$ cat src/rtl/aftab_sgn_multiplier_if.sv
// Request/response bundle for the AAU shift-add multiplier.
// The AAU controller drives the operands and start; the multiplier returns Product and ready.
interface aftab_sgn_multiplier_if #(parameter int len = 33);
  logic [len-1:0]   A;
  logic [len-1:0]   B;
  logic             start;
  logic             SignedFlag;
  logic [2*len-1:0] Product;
  logic             ready;

  modport master (output A, B, start, SignedFlag, input Product, ready);
  modport slave  (input A, B, start, SignedFlag, output Product, ready);
endinterface

$ cat src/rtl/aftab_sgn_multiplier.sv
// Sequential signed/unsigned shift-add multiplier: len iterations on operand magnitudes,
// then a single two's-complement fixup cycle, with a one-cycle ready pulse.
module aftab_sgn_multiplier #(
  parameter int len = 33
) (
  input logic clk,
  input logic rst,
  aftab_sgn_multiplier_if.slave bus
);
  localparam int CW = $clog2(len + 1);

  typedef enum logic [1:0] {IDLE, MULT, SIGN, DONE} state_t;

  state_t           state, state_nxt;
  logic [len-1:0]   mag_a, mag_b, abs_a, abs_b;
  logic [2*len-1:0] acc, addend, product;
  logic [CW-1:0]    cnt;
  logic             sgn, ready, last;

  // Negating the most negative value wraps to 2^(len-1), which is the correct unsigned magnitude.
  always_comb begin
    abs_a  = (bus.SignedFlag && bus.A[len-1]) ? -bus.A : bus.A;
    abs_b  = (bus.SignedFlag && bus.B[len-1]) ? -bus.B : bus.B;
    addend = {{len{1'b0}}, mag_a} << cnt;
    last   = (cnt == CW'(len - 1));
  end

  always_comb begin
    state_nxt = state;
    case (state)
      IDLE: if (bus.start) state_nxt = MULT;
      MULT: if (last)      state_nxt = SIGN;
      SIGN:                state_nxt = DONE;
      DONE: if (!bus.start) state_nxt = IDLE;
      default:             state_nxt = IDLE;
    endcase
  end

  always_ff @(posedge clk or posedge rst) begin
    if (rst) state <= IDLE;
    else     state <= state_nxt;
  end

  always_ff @(posedge clk or posedge rst) begin
    if (rst) begin
      mag_a   <= '0;
      mag_b   <= '0;
      acc     <= '0;
      cnt     <= '0;
      sgn     <= 1'b0;
      product <= '0;
      ready   <= 1'b0;
    end else begin
      ready <= (state == SIGN);
      case (state)
        IDLE: if (bus.start) begin
          sgn   <= bus.SignedFlag & (bus.A[len-1] ^ bus.B[len-1]);
          mag_a <= abs_a;
          mag_b <= abs_b;
          acc   <= '0;
          cnt   <= '0;
        end
        MULT: begin
          if (mag_b[0]) acc <= acc + addend;
          mag_b <= mag_b >> 1;
          cnt   <= cnt + 1'b1;
        end
        SIGN: product <= sgn ? -acc : acc;
        default: ;
      endcase
    end
  end

  assign bus.Product = product;
  assign bus.ready   = ready;
endmodule
$ cat src/flat_wrapper.sv
// flat-port wrapper written by rule: the top's interface ports become plain ports
module aftab_sgn_multiplier_flat 
#(
  parameter int len = 33
)
  (clk, rst, bus_A, bus_B, bus_start, bus_SignedFlag, bus_Product, bus_ready);
  aftab_sgn_multiplier_if #(.len(len)) bus_i ();
  input logic clk;
  input logic rst;
  input wire logic [$bits(bus_i.A)-1:0] bus_A;
  input wire logic [$bits(bus_i.B)-1:0] bus_B;
  input wire logic [$bits(bus_i.start)-1:0] bus_start;
  input wire logic [$bits(bus_i.SignedFlag)-1:0] bus_SignedFlag;
  output wire logic [$bits(bus_i.Product)-1:0] bus_Product;
  output wire logic [$bits(bus_i.ready)-1:0] bus_ready;
  assign bus_i.A = bus_A;
  assign bus_i.B = bus_B;
  assign bus_i.start = bus_start;
  assign bus_i.SignedFlag = bus_SignedFlag;
  assign bus_Product = bus_i.Product;
  assign bus_ready = bus_i.ready;
  aftab_sgn_multiplier #(.len(len)) u_core (.clk(clk), .rst(rst), .bus(bus_i));
endmodule
$ cat config.mk
export PLATFORM = sky130hd
export DESIGN_NAME = aftab_sgn_multiplier_flat
export DESIGN_NICKNAME = d
export VERILOG_FILES = /design/src/rtl/aftab_sgn_multiplier_if.sv /design/src/rtl/aftab_sgn_multiplier.sv /design/src/flat_wrapper.sv
export SDC_FILE = /design/constraint.sdc
export NUM_CORES = 1
export LEC_CHECK = 0
export ABC_CLOCK_PERIOD_IN_PS = 22600
export CAP_MARGIN = 5
export CORE_AREA = 2 2 238 240
export CTS_BUF_LIST = sky130_fd_sc_hd__clkbuf_4
export DETAILED_ROUTE_END_ITERATION = 16
export DIE_AREA = 0 0 240 242
export PLACE_DENSITY = 0.55
export SLEW_MARGIN = 20
export SYNTH_ARGS = -nofsm -noshare
export SYNTH_HDL_FRONTEND = slang
export SYNTH_SLANG_ARGS = --single-unit
$ cat constraint.sdc
create_clock -name clk -period 22.6 [get_ports clk]
set_clock_uncertainty 0.05 [all_clocks]
set_input_delay 6.78 -clock clk [delete_from_list [all_inputs] [get_ports clk]]
set_output_delay 6.78 -clock clk [all_outputs]
set_load 0.02 [all_outputs]
==> summary.md, run 1 <==
| Metric | Value |
|---|---|
| CORE AREA | `0.0557 mm2` |
| GR Overflow Total | `0` |
| Fin nets | `2283` |
| Setup repair after global routing missed its margin | `false` |
| Xor/xnor share of the synthesized area | `9.75%` |
| Sw Pwr | `1430 uW` |
| Adder-cell share of the synthesized area | `roughly 5.8%` |
| Die Ht | `about 240 um` |
| Top FF cell, synth | `dfrtp_1` |
| Final RePlAce weighted congestion | `0.922` |
| Share of the synthesized area in the top cell type | `31.5%` |
| Num CTS Buffers | `61` |
| GRT Util Overall | `17.4%` |
| CP endpoint kind | `register` |
| Most common cell after layout, fill and taps aside | `nand2_1` |
| Yosys cell types | `72` |
| Post-synth net total | `2196` |
| Clk slew on worst S/H paths | `0.07 ns` |
| IO Count | `~140` |
| Residual DRC | `0` |
| Final total power | `2820 uW` |
| Cells after synthesis | `a little over 2000` |
| Antenna violations before repair | `2` |
| Hold_sp | `u_core.mag_b[32]$_DFFE_PP0P_` |
| Row count | `87` |
| Max Cap Viol | `0` |
| Die X | `240 um` |
| Largest family of logic cells by synthesized area | `compound AO/OA/AOI/OAI gates` |
| Worst-Skew Late Latency | `0.85 ns` |
| HPWL after DPL | `38500 um` |
| Async set-reset flop share out of synthesis | `100%` |
| CP max stage cell | `nor4_1` |
| Starting Density | `29.7%` |
| Antenna viol nets, final | `0` |
| Number of detailed-routing iterations run before antenna repair | `5` |
| CP cell instances | `clkdlybuf4s50_1 > nor4_1 > nand2_1 > nor3_1 > nand2_1 > nor4_1 > a21oi_1 > a21oi_1 > o21ai_0 > xnor2_1 > o21ai_0` |
| DP Area | `roughly 0.019 mm2` |
| Buf+Inv Stages, Crit Path | `1` |
| Vias in the first global route | `14800` |
| Hold depth | `2` |
| Worst Hold Path EP | `u_core.mag_b[32]$_DFFE_PP0P_` |
| Commonest cells after routing, fill and taps aside | `nand2_1 (289), o21ai_0 (232), dfrtp_1 (206), a21oi_1 (193), nor2_1 (185)` |
| Post-Synth Simple-Gate Area | `18.7%` |
| Relative slew slack | `a little over a third` |
| Max stage delay on crit path | `between 0.5 and 0.6 ns` |
| Sw Ratio | `between 50 and 60%` |
| Routed len/inst | `17.2 um` |
| Root Buffer | `clkbuf_4` |
| Outcome | `finished clean` |
| CP arrival | `9.98 ns` |
| H-tree Lvls | `2` |
| Syn_area_per_cell | `8.07 um2` |
| Critical Path RT | `around 23 ns` |
| Final instance area | `around 0.019 mm2` |
| Vias | `15300` |
| Cell taking the most area after synthesis | `dfrtp_1` |
| CTS tree | `done` |
| Post-synthesis mux area share | `between 6 and 7%` |
| Number of synthesized register bits | `roughly 210` |
| EDFF count, synth | `0` |
| First-pass GRT wire length | `81200 um` |
| CTS sink count | `208` |
| Drt initial violations | `832` |
| Internal | `about 1400 uW` |
| Fraction of layout cells with a size suffix above 1 | `8.68%` |
| Post-Layout Cell Count | `2949` |
| Peak Freq | `about 110 MHz` |
| Worst Tran Pin Value | `0.977 ns` |
| Worst path top cell family by delay | `simple AND/OR/NAND/NOR gates` |
| Post-synthesis compound-gate area fraction | `24.0%` |
| Synth top area cells | `dfrtp_1 (31%), o21ai_0 (7.1%), nand2_1 (6.6%)` |
| Fin. max-slew vios | `0` |
| Post-CTS Hold Buffers | `0` |
| Worst Setup Start Kind | `primary input` |
| DIE AREA | `between 0.05 and 0.06 mm2` |
| Crit path max fanout | `4` |
| Total Wirelength | `50800 um` |
| Yosys warns | `0` |
| Register-to-Register Path Depth | `16` |
| Area Growth Syn to Fin | `16.9%` |
| CP Class | `in2reg` |
| Maximum clock path buffer count | `3` |
| Pin count of the biggest net entering global routing | `around 150` |
| Comb pwr share | `63.5%` |
| HP Class | `reg2reg` |
| Setup slack, reg-to-reg | `16.27 ns` |
| Clock power share | `13.0%` |
| Post-Place Cells | `~2800` |
| Fin crit share | `about two fifths` |
| Final setup violation count | `0` |
| Fin crit period | `roughly 9.3 ns` |
| Vias per Instance | `5.17` |
| Synth Cell Area | `0.0165 mm2` |
| Post-CTS setup buffers | `0` |
| Setup_tns | `0 ns` |
| Post-cts sizing count | `0` |
| Sequential-to-total area share from yosys stat | `between 30% and 40%` |
| IR Drop Worst-Case VDD | `68.7 uV` |
| RR Endpoint | `u_core.acc[48]$_DFFE_PP0P_` |
| Count of input and output buffers | `136` |
| Final hold violations | `0` |
| Static Leak | `0.00837 uW` |
| Seq pwr share | `around a quarter` |
| Power Density | `between 100 and 150 mW/mm2` |
| Worst r2r src | `u_core.cnt[0]$_DFFE_PP0P_` |
==> area by class of cell <==
type | instances | area (um2)
sequential | 208 | 5210
clock inverter | 19 | 76.3
multi-input combinational | 1678 | 10800
inverter | 37 | 151
tap | 756 | 946
antenna | 5 | 12.5
fill | 5971 | 36400
timing repair buffer | 151 | 1470
clock buffer | 95 | 713
==> cell usage after synthesis (all sizes together) (26+ instances only) <==
| library cell | count |
|---|---|
| a21o | 44 |
| a21oi | 193 |
| clkbuf | 116 |
| dfrtp | 208 |
| ha | 75 |
| inv | 36 |
| mux2i | 41 |
| nand2 | 290 |
| nand3 | 26 |
| nor2 | 185 |
| nor3 | 27 |
| o21ai | 237 |
| o31ai | 31 |
| xnor2 | 62 |
| xor2 | 122 |
==> registers in the layout (all words and copies together) (netlist names) <==
signal	count
u_core.acc	66
u_core.bus.Product	66
u_core.mag_a	33
u_core.mag_b	33
u_core.cnt	6
u_core.state	2
u_core.bus.ready	1
u_core.sgn	1
==> kinds of logic (layout without fill, tap and decap cells) <==
kind of cell,count (synthesis),count (layout)
compound gates,658,658
xor+xnor,184,184
fa+ha+maj,76,76
buf+inv,164,302
flops,208,208
mux,79,79
other cells,0,5
simple gates,681,681
==> per-stage QoR <==
stage               setup WS [ns]  utilization (%)  hold WS [ns]
floorplan                   10.09                -         0.388
global placement            12.60             33.2         0.406
detailed placement          12.47             33.2         0.413
CTS                         13.33             34.7         0.430
global route                13.11             34.7         0.455
finish                      13.28             34.7         0.422
==> per-layer routing <==
metal	track usage (%)	vias to the layer above	part of all wire [%]
li1	-	7593	-
met1	23.1	7206	45
met2	28.5	367	47
met3	3.34	85	4.8
met4	5.21	0	2.5
met5	0	-	0
==> worst min-delay path, stage by stage, from the launching register on <==
cell and delay (ns):
dfrtp_1 0.34, nand2_1 0.05, nand2_1 0.06
==> worst max path at each step <==
stage,cells after the start,end,start
after floorplan,1,u_core.acc[0]$_DFFE_PP0P_,rst
after global placement,11,u_core.mag_a[31]$_DFFE_PP0P_,bus_A[4]
after detailed placement,11,u_core.mag_a[31]$_DFFE_PP0P_,bus_A[4]
after CTS,11,u_core.mag_a[31]$_DFFE_PP0P_,bus_A[4]
after global routing,11,u_core.mag_a[30]$_DFFE_PP0P_,bus_A[4]
final,11,u_core.mag_a[31]$_DFFE_PP0P_,bus_A[4]
==> power groups by stage <==
stage / clock [uW] / combinational, uW / sequential, uW
2_1_floorplan: 0 / 1170 / 696
3_3_place_gp: 0 / 1780 / 666
3_5_place_dp: 0 / 1790 / 671
4_1_cts: 383 / 1800 / 666
5_1_grt: 405 / 1980 / 689
6_report: 366 / 1790 / 662
Note: power is estimated with default switching activity, not from simulation.
==> run 2: changes to the inputs <==
--- a/config.mk
+++ b/config.mk
@@ -5,7 +5,7 @@
 export SDC_FILE = /design/constraint.sdc
 export NUM_CORES = 1
 export LEC_CHECK = 0
-export ABC_CLOCK_PERIOD_IN_PS = 22600
+export ABC_CLOCK_PERIOD_IN_PS = 9200
 export CAP_MARGIN = 5
 export CORE_AREA = 2 2 238 240
 export CTS_BUF_LIST = sky130_fd_sc_hd__clkbuf_4
==> constraint.sdc (replaced) <==
create_clock -name clk -period 9.2 [get_ports clk]
set_clock_uncertainty 0.05 [all_clocks]
set_input_delay 2.76 -clock clk [delete_from_list [all_inputs] [get_ports clk]]
set_output_delay 2.76 -clock clk [all_outputs]
set_load 0.02 [all_outputs]
==> run 2 against run 1 <==
Effect of this change:
- combinational power rose by 150%
- worst setup slack worse by 9.9 ns
- cell count down 0.10%
- first-iteration DRC count rose by 18%
- global-route usage rose by 0.43 points
- flip-flop and latch count stayed put
- utilization is 0.079 points higher
- design area grew 0.23%
- hold slack lost 0.0085 ns
- via count is 0.29% higher
- clock-buffer cell count rose by 1
- highest routed layer unchanged
==> summary.md, run 2 (synthesis gave the netlist of run 1 again) <==
| Metric | Value |
|---|---|
| Outcome | `finished clean` |
| Die X | `240 um (unchanged)` |
| Hold depth | `2 (unchanged)` |
| Post-cts sizing count | `0 (unchanged)` |
| Clk slew on worst S/H paths | `0.07 ns (about the same)` |
| Drt initial violations | `982 (+18%)` |
| Final hold violations | `0 (unchanged)` |
| Fin crit share | `between 60% and 70%` |
| Routed len/inst | `17.6 um (+2.0%)` |
| Root Buffer | `clkbuf_4` |
| Antenna viol nets, final | `0 (unchanged)` |
| Relative slew slack | `32.5% (-2.4 points)` |
| Critical Path RT | `9.79 ns (-13.47 ns)` |
| Worst path top cell family by delay | `compound AO/OA/AOI/OAI gates` |
| Cell mode on critical path | `o21ai_0` |
| Residual DRC | `0 (unchanged)` |
| HPWL after DPL | `39200 um (+2.0%)` |
| Worst Setup Start Kind | `register` |
| CP endpoint kind | `register` |
| Peak Freq | `about 170 MHz` |
| Setup_tns | `0 ns (unchanged)` |
| Setup repair after global routing missed its margin | `false` |
| Static Leak | `0.00840 uW (+0.31%)` |
| Post-CTS setup buffers | `0 (unchanged)` |
| Power Density | `362 mW/mm2 (+150%)` |
| Vias | `15300 (+0.29%)` |
| Worst Tran Pin Value | `1.01 ns (+0.0362 ns)` |
| Area Growth Syn to Fin | `17.2%` |
| Final instance area | `0.0194 mm2 (+0.23%)` |
| Antenna violations before repair | `2 (unchanged)` |
| Max stage delay on crit path | `0.98 ns (+0.40 ns)` |
| DIE AREA | `0.0581 mm2 (unchanged)` |
| CORE AREA | `0.0557 mm2 (unchanged)` |
| Row count | `87 (unchanged)` |
| Buf+Inv Stages, Crit Path | `1 (unchanged)` |
| Hold_sp | `u_core.mag_b[32]$_DFFE_PP0P_` |
| Total Wirelength | `51800 um (+1.9%)` |
| Crit path max fanout | `41 (+37)` |
| CP arrival | `6.44 ns (-3.54 ns)` |
| H-tree Lvls | `3 (+1)` |
| Worst Hold Path EP | `u_core.mag_b[32]$_DFFE_PP0P_` |
| GRT Util Overall | `17.8% (+0.43 points)` |
| Crit. path cell count | `18 (+7)` |
| Fraction of layout cells with a size suffix above 1 | `8.78% (+0.091 points)` |
| HP Class | `reg2reg` |
| Starting Density | `29.7% (unchanged)` |
| CTS sink count | `208 (unchanged)` |
| Vias per Instance | `5.19 (+0.39%)` |
| Fin. max-slew vios | `0 (unchanged)` |
| RR Endpoint | `u_core.acc[51]$_DFFE_PP0P_` |
| Final setup violation count | `0 (unchanged)` |
| Number of detailed-routing iterations run before antenna repair | `5 (unchanged)` |
| CTS tree | `done` |
| CP max stage cell | `dfrtp_2` |
| Fin crit period | `5.85 ns` |
| GR Overflow Total | `0 (unchanged)` |
| Fin nets | `2291 (+0.35%)` |
| Most common cell after layout, fill and taps aside | `nand2_1` |
| DP Area | `0.0185 mm2 (about the same)` |
| Die Ht | `242 um (unchanged)` |
| Worst-Skew Late Latency | `0.80 ns (-0.05 ns)` |
| Post-CTS Hold Buffers | `0 (unchanged)` |
| IO Count | `137 (unchanged)` |
| Register-to-Register Path Depth | `18 (+2)` |
| CP cell instances | `inv_1 > a21oi_1 > nand2_1 > nand2_1 > o21ai_0 > mux2_2 > o22ai_1 > ha_1 > a21oi_1 > o21bai_1 > a21o_1 > a221oi_1 > o21ai_0 > a21o_1 > a31oi_1 > o311ai_0 > xnor2_1 > o21ai_0` |
| Final RePlAce weighted congestion | `0.953 (+3.4%)` |
| Maximum clock path buffer count | `3 (unchanged)` |
| First-pass GRT wire length | `82700 um (+1.9%)` |
| Commonest cells after routing, fill and taps aside | `nand2_1 (289), o21ai_0 (232), dfrtp_1 (206), a21oi_1 (193), nor2_1 (185)` |
| CP Class | `reg2reg` |
| IR Drop Worst-Case VDD | `129 uV (+87%)` |
| Setup slack, reg-to-reg | `3.35 ns (-12.92 ns)` |
| Vias in the first global route | `14800 (+0.10%)` |
| Num CTS Buffers | `68 (+11%)` |
| Max Cap Viol | `0 (unchanged)` |
| Worst r2r src | `u_core.cnt[0]$_DFFE_PP0P_` |
| Count of input and output buffers | `136 (unchanged)` |
| Pin count of the biggest net entering global routing | `103 (-30%)` |
## run 2: report_power, final
part / leakage [uW] / internal [uW] / switching (uW)
Sequential: 0.00263 / 1290 / 349
Clock: 0.000501 / 531 / 439
Combinational: 0.00527 / 1670 / 2730
## run 2: worst max path at each step
| stage | from | to | slack, ns |
|---|---|---|---|
| 6_report | u_core.cnt[0]$_DFFE_PP0P_ | u_core.acc[51]$_DFFE_PP0P_ | 3.35 |
| 5_1_grt | u_core.cnt[0]$_DFFE_PP0P_ | u_core.acc[51]$_DFFE_PP0P_ | 2.77 |
| 4_1_cts | u_core.cnt[0]$_DFFE_PP0P_ | u_core.acc[48]$_DFFE_PP0P_ | 3.39 |
| 3_5_place_dp | bus_B[5] | u_core.mag_b[31]$_DFFE_PP0P_ | 3.22 |
| 3_3_place_gp | bus_B[5] | u_core.mag_b[31]$_DFFE_PP0P_ | 3.28 |
| 2_1_floorplan | rst | u_core.acc[0]$_DFFE_PP0P_ | 0.71 |
## run 2: layer usage
layer | GRT usage (%) | up-vias | wire length, um
li1 | - | 7590 | -
met1 | 23.6 | 7252 | 23700
met2 | 28.6 | 369 | 24300
met3 | 3.18 | 84 | 2430
met4 | 7.09 | 0 | 1430
met5 | 0 | - | 0
## run 2: final cells by class
class,count,area [um2]
diodes,2,5.00
clock buffers,96,721
clock inverters,17,118
fillers,6062,36400
inverters,37,146
multi-input cells,1678,10800
flip-flops and latches,208,5210
well taps,756,946
repair buffers,152,1480
## run 2: metrics by stage
| stage | hold WS [ns] | util [%] | setup slack, ns | cells | total power, uW |
|---|---|---|---|---|---|
| 2_1_floorplan | 0.388 | - | 0.709 | 2050 | 4590 |
| 3_3_place_gp | 0.404 | 33.3 | 3.28 | 2831 | 6000 |
| 3_5_place_dp | 0.405 | 33.3 | 3.22 | 2831 | 6040 |
| 4_1_cts | 0.418 | 34.8 | 3.39 | 2944 | 7060 |
| 5_1_grt | 0.442 | 34.8 | 2.77 | 2946 | 7620 |
| 6_report | 0.414 | 34.8 | 3.35 | 2946 | 7010 |
## run 2: worst reg2reg max path: cells and delay by family (launching register included)
kind | cells | cell delay, ns
AOI/OAI and AO/OA | 12 | 3.08
DFF | 1 | 0.98
adders and majority gates | 1 | 0.41
buffers and inverters | 1 | 0.37
muxes | 1 | 0.35
and+or+nand+nor | 2 | 0.32
xor gates and xnor gates | 1 | 0.18
==> run 3: changes to the inputs <==
--- a/config.mk
+++ b/config.mk
@@ -5,13 +5,13 @@
 export SDC_FILE = /design/constraint.sdc
 export NUM_CORES = 1
 export LEC_CHECK = 0
-export ABC_CLOCK_PERIOD_IN_PS = 9200
+export ABC_CLOCK_PERIOD_IN_PS = 4850
 export CAP_MARGIN = 5
 export CORE_AREA = 2 2 238 240
 export CTS_BUF_LIST = sky130_fd_sc_hd__clkbuf_4
 export DETAILED_ROUTE_END_ITERATION = 16
 export DIE_AREA = 0 0 240 242
-export PLACE_DENSITY = 0.55
+export PLACE_DENSITY = 0.56
 export SLEW_MARGIN = 20
 export SYNTH_ARGS = -nofsm -noshare
 export SYNTH_HDL_FRONTEND = slang
==> constraint.sdc (replaced) <==
create_clock -name clk -period 4.85 [get_ports clk]
set_clock_uncertainty 0.05 [all_clocks]
set_input_delay 1.455 -clock clk [delete_from_list [all_inputs] [get_ports clk]]
set_output_delay 1.455 -clock clk [all_outputs]
set_load 0.02 [all_outputs]
==> run 3 against run 2 <==
Effect of this change:
- flip-flop and latch count did not move
- via count grew 7.5%
- combinational power rose by 150%
- global-route usage is 1.1 points higher
- power rose by 120%
- design area grew 13%
- worst setup slack worse by 3.2 ns
- critical path type unchanged
==> summary.md, run 3 (synthesis gave the netlist of run 1 again) <==
| Metric | Value |
|---|---|
| Outcome | `finished clean` |
| Vias in the first global route | `16100 (+8.6%)` |
| HPWL after DPL | `43100 um (+9.8%)` |
| Commonest cells after routing, fill and taps aside | `nand2_1 (289), buf_4 (277), o21ai_0 (212), dfrtp_1 (206), nor2_1 (184)` |
| Max stage delay on crit path | `0.55 ns (-0.43 ns)` |
| Worst r2r src | `u_core.cnt[0]$_DFFE_PP0P_` |
| Peak Freq | `213 MHz (+24%)` |
| Final hold violations | `0 (unchanged)` |
| Die X | `240 um (unchanged)` |
| Area Growth Syn to Fin | `32.9%` |
| CP endpoint kind | `register` |
| DIE AREA | `0.0581 mm2 (unchanged)` |
| Pin count of the biggest net entering global routing | `88 (-15%)` |
| Fin crit period | `4.70 ns (-1.15 ns)` |
| RR Endpoint | `u_core.acc[64]$_DFFE_PP0P_` |
| Critical Path RT | `5.44 ns (-4.35 ns)` |
| Setup slack, reg-to-reg | `0.15 ns (-3.20 ns)` |
| Clk slew on worst S/H paths | `0.07 ns (about the same)` |
| CTS sink count | `208 (unchanged)` |
| Final Util | `39.4% (+4.7 points)` |
| Drt initial violations | `946 (-3.7%)` |
| Maximum clock path buffer count | `3 (unchanged)` |
| Residual DRC | `0 (unchanged)` |
| Worst Setup Start Kind | `register` |
| Total Wirelength | `55800 um (+7.7%)` |
| IO Count | `137 (unchanged)` |
| Crit path max fanout | `9 (-78%)` |
| Fillcell total | `5818 (-4.0%)` |
| Post-Layout Cell Count | `3219 (+9.3%)` |
| Post-Place Cells | `3096 (+9.4%)` |
| Routed len/inst | `17.3 um (-1.4%)` |
| Critical path launch point | `u_core.cnt[0]$_DFFE_PP0P_` |
| GR Overflow Total | `0 (unchanged)` |
| CP arrival | `5.29 ns (-1.15 ns)` |
| Fin crit share | `96.9% (+33 points)` |
| Root Buffer | `clkbuf_4` |
| Vias per Instance | `5.11 (-1.6%)` |
| Vias | `16400 (+7.5%)` |
| Setup WS post-layout | `0.151 ns (-3.20 ns)` |
| Number of detailed-routing iterations run before antenna repair | `5 (unchanged)` |
| CP endpoint | `u_core.acc[64]$_DFFE_PP0P_` |
| Final total power | `15700 uW (+120%)` |
| CP max stage cell | `mux4_2` |
| Antenna viol nets, final | `0 (unchanged)` |
| Setup repair after global routing missed its margin | `true` |
| Crit. path cell count | `19 (+1)` |
| Static Leak | `0.00984 uW (+17%)` |
| Max Cap Viol | `0 (unchanged)` |
| Die Ht | `242 um (unchanged)` |
| CP Class | `reg2reg` |
| Worst Tran Pin Value | `0.995 ns (-0.0185 ns)` |
| Post-CTS Hold Buffers | `0 (unchanged)` |
| GRT Util Overall | `18.9% (+1.1 points)` |
| Register-to-Register Path Depth | `19 (+1)` |
| HP Class | `reg2reg` |
| Worst path top cell family by delay | `compound AO/OA/AOI/OAI gates` |
| Final RePlAce weighted congestion | `0.950 (-0.28%)` |
| First-pass GRT wire length | `87800 um (+6.1%)` |
| Num CTS Buffers | `66 (-2.9%)` |
| CTS tree | `done` |
| IR Drop Worst-Case VDD | `225 uV (+75%)` |
| Worst-Skew Late Latency | `0.78 ns (-0.02 ns)` |
| Fin nets | `2564 (+12%)` |
| Row count | `87 (unchanged)` |
| CP cell instances | `buf_8 > mux4_2 > mux2i_2 > o21ai_0 > nor2_1 > a21oi_2 > o2bb2ai_2 > buf_4 > ha_1 > buf_4 > a21o_1 > a21o_1 > a221oi_2 > o22a_1 > nand3_2 > a2111o_1 > a31oi_1 > xor2_1 > o21ai_0` |
| Fraction of layout cells with a size suffix above 1 | `21.9% (+13 points)` |
| Relative slew slack | `33.7% (+1.2 points)` |
| Power Density | `715 mW/mm2 (+98%)` |
| Count of input and output buffers | `136 (unchanged)` |
| Fin. max-slew vios | `0 (unchanged)` |
| Final setup violation count | `0 (unchanged)` |
| Antenna violations before repair | `2 (unchanged)` |
| Most common cell after layout, fill and taps aside | `nand2_1` |
| H-tree Lvls | `3 (unchanged)` |
| Place WS | `-0.0415 ns (-3.26 ns)` |
| Buf+Inv Stages, Crit Path | `3 (+2)` |
| CORE AREA | `0.0557 mm2 (unchanged)` |
| Starting Density | `29.7% (unchanged)` |
[run 3: area by class of cell]
class                      count  area (um2)  area share (%)
antenna                        3        7.51          0.0342
sequential                   208        5210            23.7
inverter                      37         143           0.649
clock buffer                  88         661            3.01
clock inverter                22         145           0.661
multi-input combinational   1678       11200            50.8
timing repair buffer         427        3690            16.8
tap                          756         946            4.31
[run 3: per-stage QoR]
step	TNS (ns)	area, um2	hold slack (ns)
6_report	0	22000	0.433
3_5_place_dp	-0.0894	20600	0.424
4_1_cts	0	21500	0.438
5_1_grt	-0.298	22000	0.457
2_1_floorplan	0	16600	0.388
3_3_place_gp	-0.259	20600	0.404
[run 3: how the worst min path moves through the flow]
stage                                             from                            to  slack [ns]  depth (start not counted)
after floorplan           u_core.mag_b[32]$_DFFE_PP0P_  u_core.mag_b[32]$_DFFE_PP0P_        0.39                          2
after global placement    u_core.mag_b[32]$_DFFE_PP0P_  u_core.mag_b[32]$_DFFE_PP0P_        0.40                          2
final                      u_core.mag_b[3]$_DFFE_PP0P_   u_core.mag_b[3]$_DFFE_PP0P_        0.43                          2
after CTS                 u_core.mag_b[19]$_DFFE_PP0P_  u_core.mag_b[19]$_DFFE_PP0P_        0.44                          2
after detailed placement   u_core.mag_b[3]$_DFFE_PP0P_   u_core.mag_b[3]$_DFFE_PP0P_        0.42                          2
after global routing      u_core.mag_b[11]$_DFFE_PP0P_  u_core.mag_b[11]$_DFFE_PP0P_        0.46                          2
[run 3: worst reg2reg max path: cells and delay by family, from the launching register on]
family                     cells  cell delay (ns)
AOI/OAI and AO/OA             10             2.03
muxes                          2             0.85
DFF                            1             0.49
buffers and inverters          3             0.48
and+or+nand+nor                2             0.28
adders and majority gates      1             0.21
xor gates and xnor gates       1             0.17
[run 3: what timing repair did]
action,4_1_cts,5_1_grt
gates resized for setup,8,101
setup buffers,3,6
pin swaps,0,23
cloned,0,1
endpoints found under the setup margin,8,28
hold endpoints to repair,0,0
[run 3: where the power goes]
part,switching (uW),internal (uW)
registers,684,2440
logic,5820,4990
clock network,828,948
total,7330,8380
[run 3: routing by layer]
metal / part of all wire [%] / up-vias / GRT usage, %
li1: - / 8147 / -
met1: 46 / 7825 / 25.3
met2: 46 / 384 / 30.0
met3: 4.6 / 92 / 3.56
met4: 3.3 / 0 / 7.60
met5: 0 / - / 0
